<file path="src/rtl/gcd_dispatch_if.sv">
// Stream and core-side signal bundle for gcd_dispatch.
// slave is the dispatcher's view; master is the driving/observing environment.
interface gcd_dispatch_if #(
    parameter int unsigned W     = 16,
    parameter int unsigned DEPTH = 4
);
    logic                     in_valid;
    logic                     in_ready;
    logic [W-1:0]             in_a;
    logic [W-1:0]             in_b;
    logic                     out_valid;
    logic                     out_ready;
    logic [W-1:0]             out_gcd;
    logic                     out_err;
    logic [$clog2(DEPTH):0]   fifo_level;
    logic                     core_rst;
    logic                     core_start;
    logic [W-1:0]             core_a;
    logic [W-1:0]             core_b;
    logic [W-1:0]             core_result;
    logic                     core_valid;

    modport slave (
        input  in_valid, in_a, in_b, out_ready, core_result, core_valid,
        output in_ready, out_valid, out_gcd, out_err, fifo_level,
               core_rst, core_start, core_a, core_b
    );

    modport master (
        output in_valid, in_a, in_b, out_ready, core_result, core_valid,
        input  in_ready, out_valid, out_gcd, out_err, fifo_level,
               core_rst, core_start, core_a, core_b
    );
endinterface

</file>
<file path="src/rtl/gcd_dispatch.sv">
// Operand FIFO plus one-job-at-a-time sequencer in front of the binary GCD core.
// Optional macro GCD_DISPATCH_TIMEOUT_EN adds a WAIT watchdog that resets the core.
module gcd_dispatch #(
    parameter int unsigned W           = 16,
    parameter int unsigned DEPTH       = 4,
    parameter int unsigned TIMEOUT_CYC = 4 * W + 8
) (
    input logic           clk,
    input logic           rst_n,
    gcd_dispatch_if.slave bus
);
    localparam int unsigned AW = $clog2(DEPTH);
    localparam int unsigned LW = AW + 1;

    typedef enum logic [1:0] {StIdle, StIssue, StWait, StOut} state_e;

    state_e          r_state, w_state_nxt;
    logic [W-1:0]    r_mem_a [DEPTH];
    logic [W-1:0]    r_mem_b [DEPTH];
    logic [AW-1:0]   r_wptr, r_rptr;
    logic [LW-1:0]   r_count;
    logic [W-1:0]    r_op_a, r_op_b, r_res;
    logic            r_core_rst;
    logic            w_full, w_empty, w_push, w_pop, w_timeout;
    logic [W-1:0]    w_head_a, w_head_b;
    logic            w_core_start, w_out_valid;

    assign w_full   = (r_count == LW'(DEPTH));
    assign w_empty  = (r_count == '0);
    assign w_head_a = r_mem_a[r_rptr];
    assign w_head_b = r_mem_b[r_rptr];
    // in_ready excludes pop in the same cycle, so a full FIFO never pushes through.
    assign w_push   = bus.in_valid && !w_full && !r_core_rst;
    assign w_pop    = (r_state == StIdle) && !w_empty;

    always_ff @(posedge clk) begin
        if (w_push) begin
            r_mem_a[r_wptr] <= bus.in_a;
            r_mem_b[r_wptr] <= bus.in_b;
        end
    end

    always_ff @(posedge clk or negedge rst_n) begin
        if (!rst_n) begin
            r_wptr  <= '0;
            r_rptr  <= '0;
            r_count <= '0;
        end else begin
            if (w_push) r_wptr <= r_wptr + AW'(1);
            if (w_pop)  r_rptr <= r_rptr + AW'(1);
            case ({w_push, w_pop})
                2'b10:   r_count <= r_count + LW'(1);
                2'b01:   r_count <= r_count - LW'(1);
                default: r_count <= r_count;
            endcase
        end
    end

`ifdef GCD_DISPATCH_TIMEOUT_EN
    localparam int unsigned TW = $clog2(TIMEOUT_CYC + 1);
    logic [TW-1:0] r_tmo;
    logic          r_err;

    assign w_timeout = (r_state == StWait) && !bus.core_valid &&
                       (r_tmo == TW'(TIMEOUT_CYC - 1));

    always_ff @(posedge clk or negedge rst_n) begin
        if (!rst_n) begin
            r_tmo <= '0;
            r_err <= 1'b0;
        end else begin
            r_tmo <= (r_state == StWait) ? r_tmo + TW'(1) : '0;
            if (w_pop)          r_err <= 1'b0;
            else if (w_timeout) r_err <= 1'b1;
        end
    end

    assign bus.out_err = r_err;
`else
    logic w_unused_tmo;
    assign w_unused_tmo = (TIMEOUT_CYC == 0);
    assign w_timeout    = 1'b0;
    assign bus.out_err  = 1'b0;
`endif

    always_ff @(posedge clk or negedge rst_n) begin
        if (!rst_n) r_state <= StIdle;
        else        r_state <= w_state_nxt;
    end

    always_comb begin
        w_state_nxt = r_state;
        unique case (r_state)
            StIdle: begin
                if (!w_empty) begin
                    w_state_nxt = (w_head_a == '0 || w_head_b == '0) ? StOut : StIssue;
                end
            end
            StIssue: w_state_nxt = StWait;
            StWait:  if (bus.core_valid || w_timeout) w_state_nxt = StOut;
            StOut:   if (bus.out_ready) w_state_nxt = StIdle;
            default: w_state_nxt = StIdle;
        endcase
    end

    always_comb begin
        w_core_start = (r_state == StIssue);
        w_out_valid  = (r_state == StOut);
    end

    // A zero operand resolves as a|b; non-zero jobs overwrite r_res from the core.
    always_ff @(posedge clk or negedge rst_n) begin
        if (!rst_n) begin
            r_op_a     <= '0;
            r_op_b     <= '0;
            r_res      <= '0;
            r_core_rst <= 1'b1;
        end else begin
            r_core_rst <= w_timeout;
            if (w_pop) begin
                r_op_a <= w_head_a;
                r_op_b <= w_head_b;
                r_res  <= w_head_a | w_head_b;
            end else if (r_state == StWait && bus.core_valid) begin
                r_res  <= bus.core_result;
            end else if (w_timeout) begin
                r_res  <= '0;
            end
        end
    end

    assign bus.in_ready   = !w_full && !r_core_rst;
    assign bus.out_valid  = w_out_valid;
    assign bus.out_gcd    = r_res;
    assign bus.fifo_level = r_count;
    assign bus.core_rst   = r_core_rst;
    assign bus.core_start = w_core_start;
    assign bus.core_a     = r_op_a;
    assign bus.core_b     = r_op_b;
endmodule

</file>
<file path="src/flat_wrapper.sv">
// flat-port wrapper written by rule: the top's interface ports become plain ports
module gcd_dispatch_flat 
#(
    parameter int unsigned W           = 16,
    parameter int unsigned DEPTH       = 4,
    parameter int unsigned TIMEOUT_CYC = 4 * W + 8
)
  (clk, rst_n, bus_in_valid, bus_in_a, bus_in_b, bus_out_ready, bus_core_result, bus_core_valid, bus_in_ready, bus_out_valid, bus_out_gcd, bus_out_err, bus_fifo_level, bus_core_rst, bus_core_start, bus_core_a, bus_core_b);
  gcd_dispatch_if #(.W(W), .DEPTH(DEPTH)) bus_i ();
  input logic clk;
  input logic rst_n;
  input wire logic [$bits(bus_i.in_valid)-1:0] bus_in_valid;
  input wire logic [$bits(bus_i.in_a)-1:0] bus_in_a;
  input wire logic [$bits(bus_i.in_b)-1:0] bus_in_b;
  input wire logic [$bits(bus_i.out_ready)-1:0] bus_out_ready;
  input wire logic [$bits(bus_i.core_result)-1:0] bus_core_result;
  input wire logic [$bits(bus_i.core_valid)-1:0] bus_core_valid;
  output wire logic [$bits(bus_i.in_ready)-1:0] bus_in_ready;
  output wire logic [$bits(bus_i.out_valid)-1:0] bus_out_valid;
  output wire logic [$bits(bus_i.out_gcd)-1:0] bus_out_gcd;
  output wire logic [$bits(bus_i.out_err)-1:0] bus_out_err;
  output wire logic [$bits(bus_i.fifo_level)-1:0] bus_fifo_level;
  output wire logic [$bits(bus_i.core_rst)-1:0] bus_core_rst;
  output wire logic [$bits(bus_i.core_start)-1:0] bus_core_start;
  output wire logic [$bits(bus_i.core_a)-1:0] bus_core_a;
  output wire logic [$bits(bus_i.core_b)-1:0] bus_core_b;
  assign bus_i.in_valid = bus_in_valid;
  assign bus_i.in_a = bus_in_a;
  assign bus_i.in_b = bus_in_b;
  assign bus_i.out_ready = bus_out_ready;
  assign bus_i.core_result = bus_core_result;
  assign bus_i.core_valid = bus_core_valid;
  assign bus_in_ready = bus_i.in_ready;
  assign bus_out_valid = bus_i.out_valid;
  assign bus_out_gcd = bus_i.out_gcd;
  assign bus_out_err = bus_i.out_err;
  assign bus_fifo_level = bus_i.fifo_level;
  assign bus_core_rst = bus_i.core_rst;
  assign bus_core_start = bus_i.core_start;
  assign bus_core_a = bus_i.core_a;
  assign bus_core_b = bus_i.core_b;
  gcd_dispatch #(.W(W), .DEPTH(DEPTH), .TIMEOUT_CYC(TIMEOUT_CYC)) u_core (.clk(clk), .rst_n(rst_n), .bus(bus_i));
endmodule
</file>
<file path="config.mk">
export PLATFORM = sky130hd
export DESIGN_NAME = gcd_dispatch_flat
export DESIGN_NICKNAME = d
export VERILOG_FILES = /design/src/rtl/gcd_dispatch_if.sv /design/src/rtl/gcd_dispatch.sv /design/src/flat_wrapper.sv
export SDC_FILE = /design/constraint.sdc
export NUM_CORES = 1
export LEC_CHECK = 0
export CELL_PAD_IN_SITES_DETAIL_PLACEMENT = 2
export CELL_PAD_IN_SITES_GLOBAL_PLACEMENT = 2
export CORE_ASPECT_RATIO = 1.4
export CORE_MARGIN = 1.5
export CORE_UTILIZATION = 40
export DETAILED_ROUTE_END_ITERATION = 7
export GPL_TIMING_DRIVEN = 1
export HOLD_SLACK_MARGIN = 0.1
export PLACE_DENSITY_LB_ADDON = 0.1
export SLEW_MARGIN = 20
export SYNTH_ARGS = -nofsm -noshare
export SYNTH_HDL_FRONTEND = slang
export SYNTH_SLANG_ARGS = --single-unit
</file>
<file path="constraint.sdc">
create_clock -name clk -period 5 [get_ports clk]
set_input_delay 1.5 -clock clk [delete_from_list [all_inputs] [get_ports clk]]
set_output_delay 1.5 -clock clk [all_outputs]
set_load 0.02 [all_outputs]
</file>
=== After elaboration in Yosys (flattened, before gate mapping) ===
Memories as Yosys holds them, arrays and structs flattened.
Cells that the tools add are included.

* Memories kept: 2
* Input bits: 53
* Output and inout bits: 56
* Register bits: 58
* Logic and storage cells: 50
* Memory bits (writable): 128

* Equality and inequality tests: 9
* Bitwise logic cells: 1
* Reductions and logical operators: 16
* Mux-type cells: 10
* $add $sub $neg: 4

{| class="wikitable"
|+ Memories
! name !! depth !! bits a word !! read ports !! clocked after Yosys merged registers in !! wr ports !! line !! RTL
|-
| u_core.r_mem_a || 4 || 16 || 1 || 0 || 1 || gcd_dispatch.sv:18 || <nowiki>logic [W-1:0] r_mem_a [DEPTH];</nowiki>
|-
| u_core.r_mem_b || 4 || 16 || 1 || 0 || 1 || gcd_dispatch.sv:19 || <nowiki>logic [W-1:0] r_mem_b [DEPTH];</nowiki>
|}

{| class="wikitable"
|+ Operators with widths
! cell !! count
|-
| $logic_not A16 Y1 || 2
|-
| $mux W16 || 2
|-
| $or A16 B16 Y16 || 1
|-
| $mux W2 || 4
|-
| $pmux W2 S4 || 1
|-
| $eq A2 B2 Y1 const B || 3
|-
| $ne A2 B2 Y1 const B || 3
|-
| $pmux W3 S2 || 1
|-
| $logic_and A1 B1 Y1 || 5
|-
| $add A2 B1 Y2 const B || 2
|-
| $eq A2 B1 Y1 const B || 2
|-
| $reduce_bool A2 Y1 || 2
|-
| $add A3 B1 Y3 const B || 1
|-
| $eq A3 B3 Y1 const B || 1
|-
| $logic_not A1 Y1 || 3
|-
| $logic_not A3 Y1 || 1
|-
| $reduce_and A3 Y1 || 1
|-
| $sub A3 B1 Y3 const B || 1
|-
| $logic_not A2 Y1 || 1
|-
| $mux W1 || 2
|-
| $logic_or A1 B1 Y1 || 1
|}

=== Depth between registers and ports, before layout ===
Gate-level depths: netlist of the first run.

* Word-level depth: 6
* Mapped depth: 11
* Mapped depth without buffers: 10

=== Least setup slack after synthesis of the first run ===
No wires, ideal clock.

* Path kind: input port to flip-flop
* From: in bus_in_valid
* To: reg u_core.r_count[2], in the netlist u_core.bus.fifo_level[2]
* Slack: 2,256 ps
* Stages: 8
* Required time: 4,920 ps
* Buffers on the path: 0
* Arrival time: 2,665 ps
* Setup time: 80 ps
* Path through: and2_1 -> inv_1 -> ha_1 -> inv_1 -> fa_1 -> xor2_1 -> nor2_1 -> xor2_1

* Longest elaborated chain between the ends: 4
* Elaborated cells between the ends (all ways): 6
* Classes of those cells: eq/ne (2); mux (1); reduce/logical (3)

{| class="wikitable"
|+ RTL lines
! what !! line !! RTL
|-
| start, declared || flat_wrapper.sv:12 || <nowiki>input wire logic [$bits(bus_i.in_valid)-1:0] bus_in_valid;</nowiki>
|-
| $logic_and A1 B1 Y1 * (2 in series) || gcd_dispatch.sv:33 || <nowiki>assign w_push = bus.in_valid && !w_full && !r_core_rst;</nowiki>
|-
| $eq A2 B1 Y1 or $eq A2 B2 Y1 (tied branches) || gcd_dispatch.sv:51 || <nowiki>case ({w_push, w_pop})</nowiki>
|-
| $pmux W3 S2 or $reduce_bool A2 Y1 (tied branches) || n/a ||
|-
| end signal, assigned || gcd_dispatch.sv:52 || <nowiki>2'b10: r_count <= r_count + LW'(1);</nowiki>
|-
| end signal, assigned || gcd_dispatch.sv:53 || <nowiki>2'b01: r_count <= r_count - LW'(1);</nowiki>
|-
| end signal, assigned || gcd_dispatch.sv:54 || <nowiki>default: r_count <= r_count;</nowiki>
|-
| end, declared || gcd_dispatch.sv:21 || <nowiki>logic [LW-1:0] r_count;</nowiki>
|}

Every way passes the cells marked *; elsewhere a longest branch is shown, timed or not.
A chain may end at the register's enable or synchronous reset.

=== Worst setup path in the final report of the first run ===
* From: reg u_core.r_count[0], in the netlist u_core.bus.fifo_level[0]
* To: out bus_in_ready

* Longest elaborated chain between the ends: 3

{| class="wikitable"
|+ RTL lines
! what !! line !! RTL
|-
| $eq A3 B3 Y1 || gcd_dispatch.sv:28 || <nowiki>assign w_full = (r_count == LW'(DEPTH));</nowiki>
|-
| $logic_not A1 Y1 || gcd_dispatch.sv:132 || <nowiki>assign bus.in_ready = !w_full && !r_core_rst;</nowiki>
|-
| $logic_and A1 B1 Y1 || gcd_dispatch.sv:132 ||
|-
| end, declared || flat_wrapper.sv:18 || <nowiki>output wire logic [$bits(bus_i.in_ready)-1:0] bus_in_ready;</nowiki>
|}

No other way between the ends.

==> flow_summary.toml, run 1 <==
[clock_network]
cts_root_buffer = "clkbuf_16"
cts_tree = "done"
cts_setup_buffers = 0
holdBufCountCts = 0
clock_latency_ps = 430
clk_path_buf_depth = 2
cts_resized = 0
cts_sinks = 186
cts_buffers = 17
cts_max_level = 4
clk_pin_slew_ps = 70

[route]
met3_length_um = 746
wl_per_cell_um = 23.0
vias = 4256
dr.pass1.iters = 4
drt-met1-wl_um = 7730
drtAntennaViolNets = 0
drc_errors = 0
drt_iter0_drc = 179
highest_layer = "met4"
wl_met2_um = 10100
vias_per_cell = 5.15
routed_wl_um = 19000

[setup_path]
rrSetupSlack_ps = 2140
cp-start-kind = "register"
timing.rr.end = "u_core.bus.out_gcd[10]"
arrival_ps = 2050
worstRegToRegCells = 7
worst_setup_path_end_kind = "primary output"
critPathRequiredTime_ps = 3500
worstPathMaxFanout = 6
path_class = "register to primary output"
reg2reg_from = "u_core.bus.fifo_level[1]"

[global_routing]
grt_overflow = 0
grt_max_degree = 51
grt_pass1_wl_um = 29600
first_global_vias = 4848
grtUsageTotal_pct = 21.3
antenna_found_initial = 0

[timing]
period_share_pct = 71.1
setup_tns_ps = 0
fin_crit_ps = 3550
hold_viol_final = 0
whs_ps = 479
fmaxAchievable_mhz = 281
rsz0062_at_grt = "false"
tightest_slew_ps = 1050
setup_ws_ps = 1450
setup_viol = 0
slew_viol_final = 0
skew_ps = 14.9
relSlewSlack_pct = 30.3

[cells_and_area]
final_design_area_no_fill_um2 = 9170
nets = 637
drive_gt1_share_pct = 12.5
diodes = 0
syn_to_final_growth_pct = 25.1

[min_path]
hold_path_depth = 2
worstHoldEndpoint = "u_core.bus.out_gcd[15]"
hold_path_class = "register to register"
hp-start = "u_core.bus.out_gcd[15]"

[placed_design]
dp_slack_ps = 1550
dp_hpwl_um = 12700
place_congestion = 0.721
io_buffers = 107
place_area_um2 = 8600

[logic_synthesis]
synth-seq-area-share_pct = 72.2
syn_area_um2 = 7330
avgSynthCellArea_um2 = 15.9
synth_edf_count = 128
synth_seq_cells = 186
ys_warn_count = 0
synth_top_area_share_pct = 52.4
synthArstFlopShare_pct = 31.2
synthTopCellsByArea = "edfxtp_1 (52%), dfrtp_1 (19%), mux4_2 (8.0%)"
synth.distinct_cells = 33
yosys.area.top_type = "edfxtp_1"
netlist_instances = 460
synth_top_flop_cell = "edfxtp_1"

[floorplanning]
ios = 109
row_count = 58
die_x_um = 117
dieArea_um2 = 19200
fp.coreArea_um2 = 18000
die_y_um = 163
initial_utilization_pct = 40.7

[power_and_ir_drop]
vdd_drop_max_v = 0.000242
p_leak_nw = 3.42
finalPower_w = 0.00581
powerDensity_nw_per_um2 = 633

[run_status]
status = "completed"

[run]
max-cap-violations = 0
-- stage by stage --
step,util (%),std cells
detailed placement,47.8,794
CTS,51.0,826
finish,51.0,826
global route,51.0,826
floorplan,-,461
global placement,47.8,794
-- Yosys cell counts, types with 3 or more instances --
cell type  count
and3_1         5
buf_1          6
buf_12         3
clkbuf_1       8
clkbuf_8       3
dfrtp_1       57
edfxtp_1     128
ha_1          10
inv_1         11
mux4_1         6
mux4_2        26
nand2_1      115
nor4_1         6
o21ai_0       33
o21ai_1        4
or3_1         16
xnor2_1        4
-- logic make-up after synthesis --
logic type	Yosys count	share of synthesized area, %
compound gates	41	2.99
xor+xnor	6	0.717
fa+ha+maj	11	1.98
buf+inv	33	2.92
flops	186	72.2
mux	32	10.1
other cells	1	0.0511
simple gates	150	8.99
-- cell type report --
cell class,count,area (um2)
inverters,11,41.3
clock buffers,22,497
fillers,1713,8820
repair buffers,115,1130
well taps,240,300
multi-input cells,242,1830
flip-flops and latches,186,5300
clock inverters,10,77.6
-- registers in the layout, indices dropped and copies added, names as in the netlist --
signal,flops
u_core.r_wptr,2
u_core.r_mem_a,64
u_core.bus.out_gcd,16
u_core.bus.core_a,16
u_core.bus.core_b,16
u_core.r_state,2
u_core.bus.fifo_level,3
u_core.r_mem_b,64
u_core.r_rptr,2
u_core.bus.core_rst,1
-- placed cells by master (no fill, tap or decap), types with 2 or more instances in the layout --
master,synthesis,final
and3_1,5,5
buf_4,1,8
clkbuf_1,8,2
clkbuf_16,0,19
clkdlybuf4s50_1,0,106
clkinv_2,0,3
clkinv_4,0,2
conb_1,1,2
dfrtp_1,57,55
dfrtp_2,0,2
edfxtp_1,128,128
ha_1,10,10
inv_1,11,11
inv_6,0,3
mux4_1,6,6
mux4_2,26,26
nand2_1,115,115
nand4_1,2,2
nor4_1,6,6
nor4_2,2,2
o21ai_0,33,33
o21ai_1,4,4
or3_1,16,16
xnor2_1,4,4
xor2_1,2,2
-- worst max path at each step --
| stage | startpoint | end | slack, ps | depth (start not counted) |
|---|---|---|---|---|
| after detailed placement | bus_in_valid | u_core.bus.fifo_level[2] | 1550 | 9 |
| after global routing | u_core.bus.fifo_level[0] | bus_in_ready | 1290 | 3 |
| after CTS | u_core.bus.fifo_level[0] | bus_in_ready | 1420 | 3 |
| after global placement | bus_in_valid | u_core.bus.fifo_level[2] | 1700 | 9 |
| final | u_core.bus.fifo_level[0] | bus_in_ready | 1450 | 3 |
| after floorplan | bus_in_valid | u_core.bus.fifo_level[2] | 2260 | 8 |
-- worst max-delay path, cell delays in order (launching register included) --
cell	delay (ps)
dfrtp_1	410
inv_1	100
a31oi_1	430
clkdlybuf4s50_1	700
-- where the power goes --
group / leakage, nW / switching [W] / internal [W]
registers: 1.87 / 0.000283 / 0.00201
clock network: 0.283 / 0.000581 / 0.000717
logic: 1.28 / 0.00129 / 0.000930
total: 3.42 / 0.00215 / 0.00366
-- routing by layer --
layer | up-vias | GRT usage (%)
met5 | - | 0
met4 | 0 | 7.97
met3 | 23 | 3.98
met2 | 114 | 37.6
met1 | 2204 | 26.1
li1 | 1915 | -
No activity file was read; power rests on OpenSTA's default activity.
==> run 2: changes to the inputs <==
--- a/config.mk
+++ b/config.mk
@@ -9,7 +9,7 @@
 export CELL_PAD_IN_SITES_GLOBAL_PLACEMENT = 2
 export CORE_ASPECT_RATIO = 1.4
 export CORE_MARGIN = 1.5
-export CORE_UTILIZATION = 40
+export CORE_UTILIZATION = 39
 export DETAILED_ROUTE_END_ITERATION = 7
 export GPL_TIMING_DRIVEN = 1
 export HOLD_SLACK_MARGIN = 0.1
==> constraint.sdc (replaced) <==
create_clock -name clk -period 3.39 [get_ports clk]
set_input_delay 1.017 -clock clk [delete_from_list [all_inputs] [get_ports clk]]
set_output_delay 1.017 -clock clk [all_outputs]
set_load 0.02 [all_outputs]
==> run 2 against run 1 <==
Critical endpoint unchanged. Critical path depth unchanged. Largest power group is now combinational cells. Cell count increased by 1.2%. Flip-flop and latch count did not move. Routed wire length up 1.9%. Core utilization decreased by 0.90 points. Worst setup slack got worse by 1200 ps.
==> flow_summary.toml, run 2 (synthesized netlist as in run 1, its figures left out) <==
[run_status]
status = "completed"

[setup_path]
critPathRequiredTime_ps = 2370
arrival_ps = 2080
crit_buf_inv = 2
rrSetupSlack_ps = 800
cp-start-kind = "register"
path_delay_family = "buffers and inverters"
cp_cell_sequence = "inv_1 > a31oi_1 > clkdlybuf4s50_1"
worst_setup_path_end_kind = "primary output"
worstPathMaxFanout = 6
timing.rr.end = "u_core.r_state[1]"
path_class = "register to primary output"
worstRegToRegCells = 6
crit_path_max_incr_delay_ps = 700
reg2reg_from = "u_core.r_rptr[0]"
crit_slowest_cell = "clkdlybuf4s50_1"
critical_path.startpoint = "u_core.bus.fifo_level[0]"

[min_path]
worstHoldEndpoint = "u_core.bus.core_b[4]"
hp-start = "u_core.bus.core_b[4]"
hold_path_depth = 2
hold_path_class = "register to register"

[route]
drc_errors = 0
routed_wl_um = 19400
dr.pass1.iters = 4
vias = 4324
vias_per_cell = 5.17
drt_iter0_drc = 254
wl_per_cell_um = 23.1
drtAntennaViolNets = 0

[timing]
rsz0062_at_grt = "false"
setup_ws_ps = 294
relSlewSlack_pct = 55.8
slew_viol_final = 0
whs_ps = 483
setup_tns_ps = 0
hold_viol_final = 0
period_share_pct = 91.3
fin_crit_ps = 3100
fmaxAchievable_mhz = 323
skew_ps = 14.0
setup_viol = 0
tightest_slew_ps = 657

[clock_network]
cts_buffers = 17
cts_resized = 0
cts_root_buffer = "clkbuf_16"
cts_max_level = 4
cts_tree = "done"
clk_pin_slew_ps = 80
cts_sinks = 186
cts_setup_buffers = 0
clk_path_buf_depth = 2
clock_latency_ps = 440
holdBufCountCts = 0

[power_and_ir_drop]
p_leak_nw = 3.47
powerDensity_nw_per_um2 = 941
vdd_drop_max_v = 0.000380

[cells_and_area]
diodes = 0
nets = 643
largestRegisters = "u_core.r_mem_a x64, u_core.r_mem_b x64"
fin_cells = 836
final_cell_mix = "edfxtp_1 (128), nand2_1 (115), clkdlybuf4s50_1 (106)"
fillers = 1733
fin_util_pct = 50.1
drive_gt1_share_pct = 13.3
final_common_cell = "edfxtp_1"
syn_to_final_growth_pct = 26.5

[placed_design]
dpl.cell_count = 804
dp_slack_ps = 420
place_congestion = 0.717
dp_hpwl_um = 13300
io_buffers = 107

[floorplanning]
ios = 109
die_y_um = 165
fp.coreArea_um2 = 18500
dieArea_um2 = 19600
initial_utilization_pct = 39.6
row_count = 59
die_x_um = 119

[global_routing]
antenna_found_initial = 0
grt_max_degree = 59
first_global_vias = 4823
grtUsageTotal_pct = 21.1
grt_pass1_wl_um = 29900
grt_overflow = 0

[run]
max-cap-violations = 0
-- run 2: cell count changes in the layout (fill, tap and decap cells not counted), moves of 2 or more --
cell,previous run,this run
clkinvlp_4,1,3
clkinv_2,3,1
buf_4,8,13
inv_8,1,3
clkbuf_16,19,21
-- run 2: final cells by class --
type	count	area [um2]	area share (%)
Multi-Input combinational cell	242	1830	19.8
Clock buffer	22	529	5.70
Inverter	11	41.3	0.445
Timing Repair Buffer	121	1180	12.8
Tap cell	244	305	3.29
Sequential cell	186	5300	57.1
Clock inverter	10	87.6	0.944
-- run 2: per-stage QoR --
stage	instance area, um2	total power (W)
floorplan	7340	0.00536
global placement	8660	0.00666
detailed placement	8660	0.00684
CTS	9280	0.00890
global route	9280	0.00928
finish	9280	0.00873
-- run 2: worst max-delay path by stage --
| stage | end | slack, ps | cells after the start |
|---|---|---|---|
| 3_3_place_gp | u_core.bus.fifo_level[2] | 580 | 9 |
| 3_5_place_dp | u_core.bus.fifo_level[2] | 420 | 9 |
| 5_1_grt | bus_in_ready | 100 | 3 |
| 2_1_floorplan | u_core.r_mem_a[0][0] | 890 | 3 |
| 4_1_cts | bus_in_ready | 260 | 3 |
| 6_report | bus_in_ready | 290 | 3 |
-- run 2: layer usage --
metal | global-route usage [%] | vias to the layer above | routed length (um) | share of wire [%]
li1 | - | 1926 | - | -
met2 | 38.8 | 107 | 10600 | 55
met5 | 0 | - | 0 | 0
met3 | 3.64 | 14 | 707 | 3.7
met1 | 25.5 | 2277 | 7810 | 40
met4 | 6.35 | 0 | 256 | 1.3
-- run 2: worst reg2reg max path, cell delays in order (launching register included) --
cell and delay (ps):
dfrtp_2 640, buf_4 280, mux4_2 550, nor4_1 620, nand4_1 140, and3_1 210
o22ai_2 90
-- run 2: power breakdown --
group	internal [W]	leakage, nW	switching [W]	total, W
clock	0.00114	0.296	0.000896	0.00203
sequential	0.00297	1.87	0.000288	0.00326
combinational	0.00141	1.31	0.00203	0.00344
==> run 3: changes to the inputs <==
--- a/config.mk
+++ b/config.mk
@@ -9,7 +9,7 @@
 export CELL_PAD_IN_SITES_GLOBAL_PLACEMENT = 2
 export CORE_ASPECT_RATIO = 1.4
 export CORE_MARGIN = 1.5
-export CORE_UTILIZATION = 39
+export CORE_UTILIZATION = 40
 export DETAILED_ROUTE_END_ITERATION = 7
 export GPL_TIMING_DRIVEN = 1
 export HOLD_SLACK_MARGIN = 0.1
==> constraint.sdc (replaced) <==
create_clock -name clk -period 3.6 [get_ports clk]
set_input_delay 1.08 -clock clk [delete_from_list [all_inputs] [get_ports clk]]
set_output_delay 1.08 -clock clk [all_outputs]
set_load 0.02 [all_outputs]
==> run 3 against run 2 <==
Flip-flop and latch count stayed put. Sequential power decreased by 6%. Register-to-register slack improved by 190 ps. Combinational power is 5% lower. Non-clock buffer count is 1 lower. Critical endpoint unchanged. Highest routed layer unchanged.
==> flow_summary.toml, run 3 (synthesized netlist as in run 1, its figures left out) <==
[placed_design]
io_buffers = 107
dpl.cell_count = 799
dp_slack_ps = 619
place_congestion = 0.711
dp_hpwl_um = 13300
place_area_um2 = 8650

[route]
vias_per_cell = 5.17
drtAntennaViolNets = 0
vias = 4296
dr.pass1.iters = 4
drc_errors = 0
drt_iter0_drc = 280
wl_per_cell_um = 23.5
routed_wl_um = 19600

[setup_path]
critPathRequiredTime_ps = 2520
reg2reg_from = "u_core.r_state[1]"
worstPathMaxFanout = 6
cp-start-kind = "register"
worst_setup_path_end_kind = "primary output"
timing.rr.end = "u_core.bus.fifo_level[2]"
rrSetupSlack_ps = 990
worstRegToRegCells = 10
critical_path.endpoint = "bus_in_ready"
arrival_ps = 2080
path_class = "register to primary output"
critical_path.startpoint = "u_core.bus.fifo_level[0]"

[global_routing]
grt_max_degree = 50
grt_pass1_wl_um = 30200
grtUsageTotal_pct = 21.8
grt_overflow = 0
antenna_found_initial = 0
busiest_layer = "met2"
met2_usage_pct = 40.3
met1_usage_pct = 25.9
gr-usage-met3_pct = 4.40
first_global_vias = 4877

[clock_network]
cts_max_level = 4
cts_setup_buffers = 0
holdBufCountCts = 0
cts_sinks = 186
cts_buffers = 17
cts_resized = 0
clk_path_buf_depth = 2
cts_tree = "done"
clock_latency_ps = 430
cts_root_buffer = "clkbuf_16"
clk_pin_slew_ps = 70

[timing]
rsz0062_at_grt = "false"
tightest_slew_ps = 699
period_share_pct = 87.8
fin_crit_ps = 3160
setup_ws_ps = 439
setup_viol = 0
hold_viol_final = 0
fmaxAchievable_mhz = 316
setup_tns_ps = 0
relSlewSlack_pct = 53.4
slew_viol_final = 0
skew_ps = 9.15

[cells_and_area]
final_design_area_no_fill_um2 = 9230
diodes = 0
syn_to_final_growth_pct = 25.8
final_cell_mix = "edfxtp_1 (128), nand2_1 (115), clkdlybuf4s50_1 (106)"
nets = 642
final_common_cell = "edfxtp_1"
fin_cells = 831
largestRegisters = "u_core.r_mem_a x64, u_core.r_mem_b x64"
drive_gt1_share_pct = 13.0

[run]
max-cap-violations = 0

[floorplanning]
fp.coreArea_um2 = 18000
row_count = 58
ios = 109
die_x_um = 117
dieArea_um2 = 19200
initial_utilization_pct = 40.7
die_y_um = 163

[min_path]
hold_path_class = "register to register"
hp-start = "u_core.bus.core_b[8]"

[power_and_ir_drop]
switching_share_pct = 37.2
comb_power_share_pct = 39.9
power.internal_w = 0.00512
switchingPower_w = 0.00303
seq_power_share_pct = 37.7
finalPower_w = 0.00815
vdd_drop_max_v = 0.000367
clockPowerShare_pct = 22.4
p_leak_nw = 3.45
powerDensity_nw_per_um2 = 884

[run_status]
status = "completed"
run 3: cell types whose count changed in the layout (fill, tap and decap cells not counted), sizes merged:
cell,delta
buf,-1
clkinvlp,-2
clkinv,+3
inv,-1
run 3: per-layer routing:
| metal | wire, um | vias to the layer above |
|---|---|---|
| li1 | - | 1929 |
| met1 | 7910 | 2249 |
| met2 | 10800 | 103 |
| met3 | 619 | 15 |
| met4 | 212 | 0 |
| met5 | 0 | - |
run 3: layout make-up:
class | count | area, um2
fillers | 1724 | 8770
flip-flops and latches | 186 | 5300
multi-input cells | 242 | 1830
repair buffers | 120 | 1180
clock buffers | 22 | 497
well taps | 240 | 300
clock inverters | 10 | 82.6
inverters | 11 | 41.3
run 3: power groups by stage:
stage | Sequential [W] | Clock [W] | Combinational [W]
6_report | 0.00307 | 0.00183 | 0.00326
5_1_grt | 0.00314 | 0.00194 | 0.00356
4_1_cts | 0.00309 | 0.00187 | 0.00334
3_5_place_dp | 0.00313 | 0 | 0.00332
3_3_place_gp | 0.00309 | 0 | 0.00318
2_1_floorplan | 0.00337 | 0 | 0.00168
run 3: critical path, cell delays in order (launching register included):
cell and delay (ps):
dfrtp_1 400, inv_1 100, a31oi_1 450, clkdlybuf4s50_1 700
run 3: worst min-delay path by stage:
stage / cells after the start / slack [ps] / end
floorplan: 2 / 580 / u_core.r_wptr[1]
global placement: 2 / 460 / u_core.bus.core_a[6]
detailed placement: 2 / 470 / u_core.bus.core_a[11]
CTS: 2 / 490 / u_core.bus.core_b[8]
global route: 2 / 510 / u_core.bus.out_gcd[10]
finish: 2 / 480 / u_core.bus.core_b[8]
run 3: through the flow:
stage | hold slack (ps) | util, %
after floorplan | 580 | -
after global placement | 461 | 48.1
after detailed placement | 472 | 48.1
after CTS | 489 | 51.3
after global routing | 513 | 51.3
final | 482 | 51.3
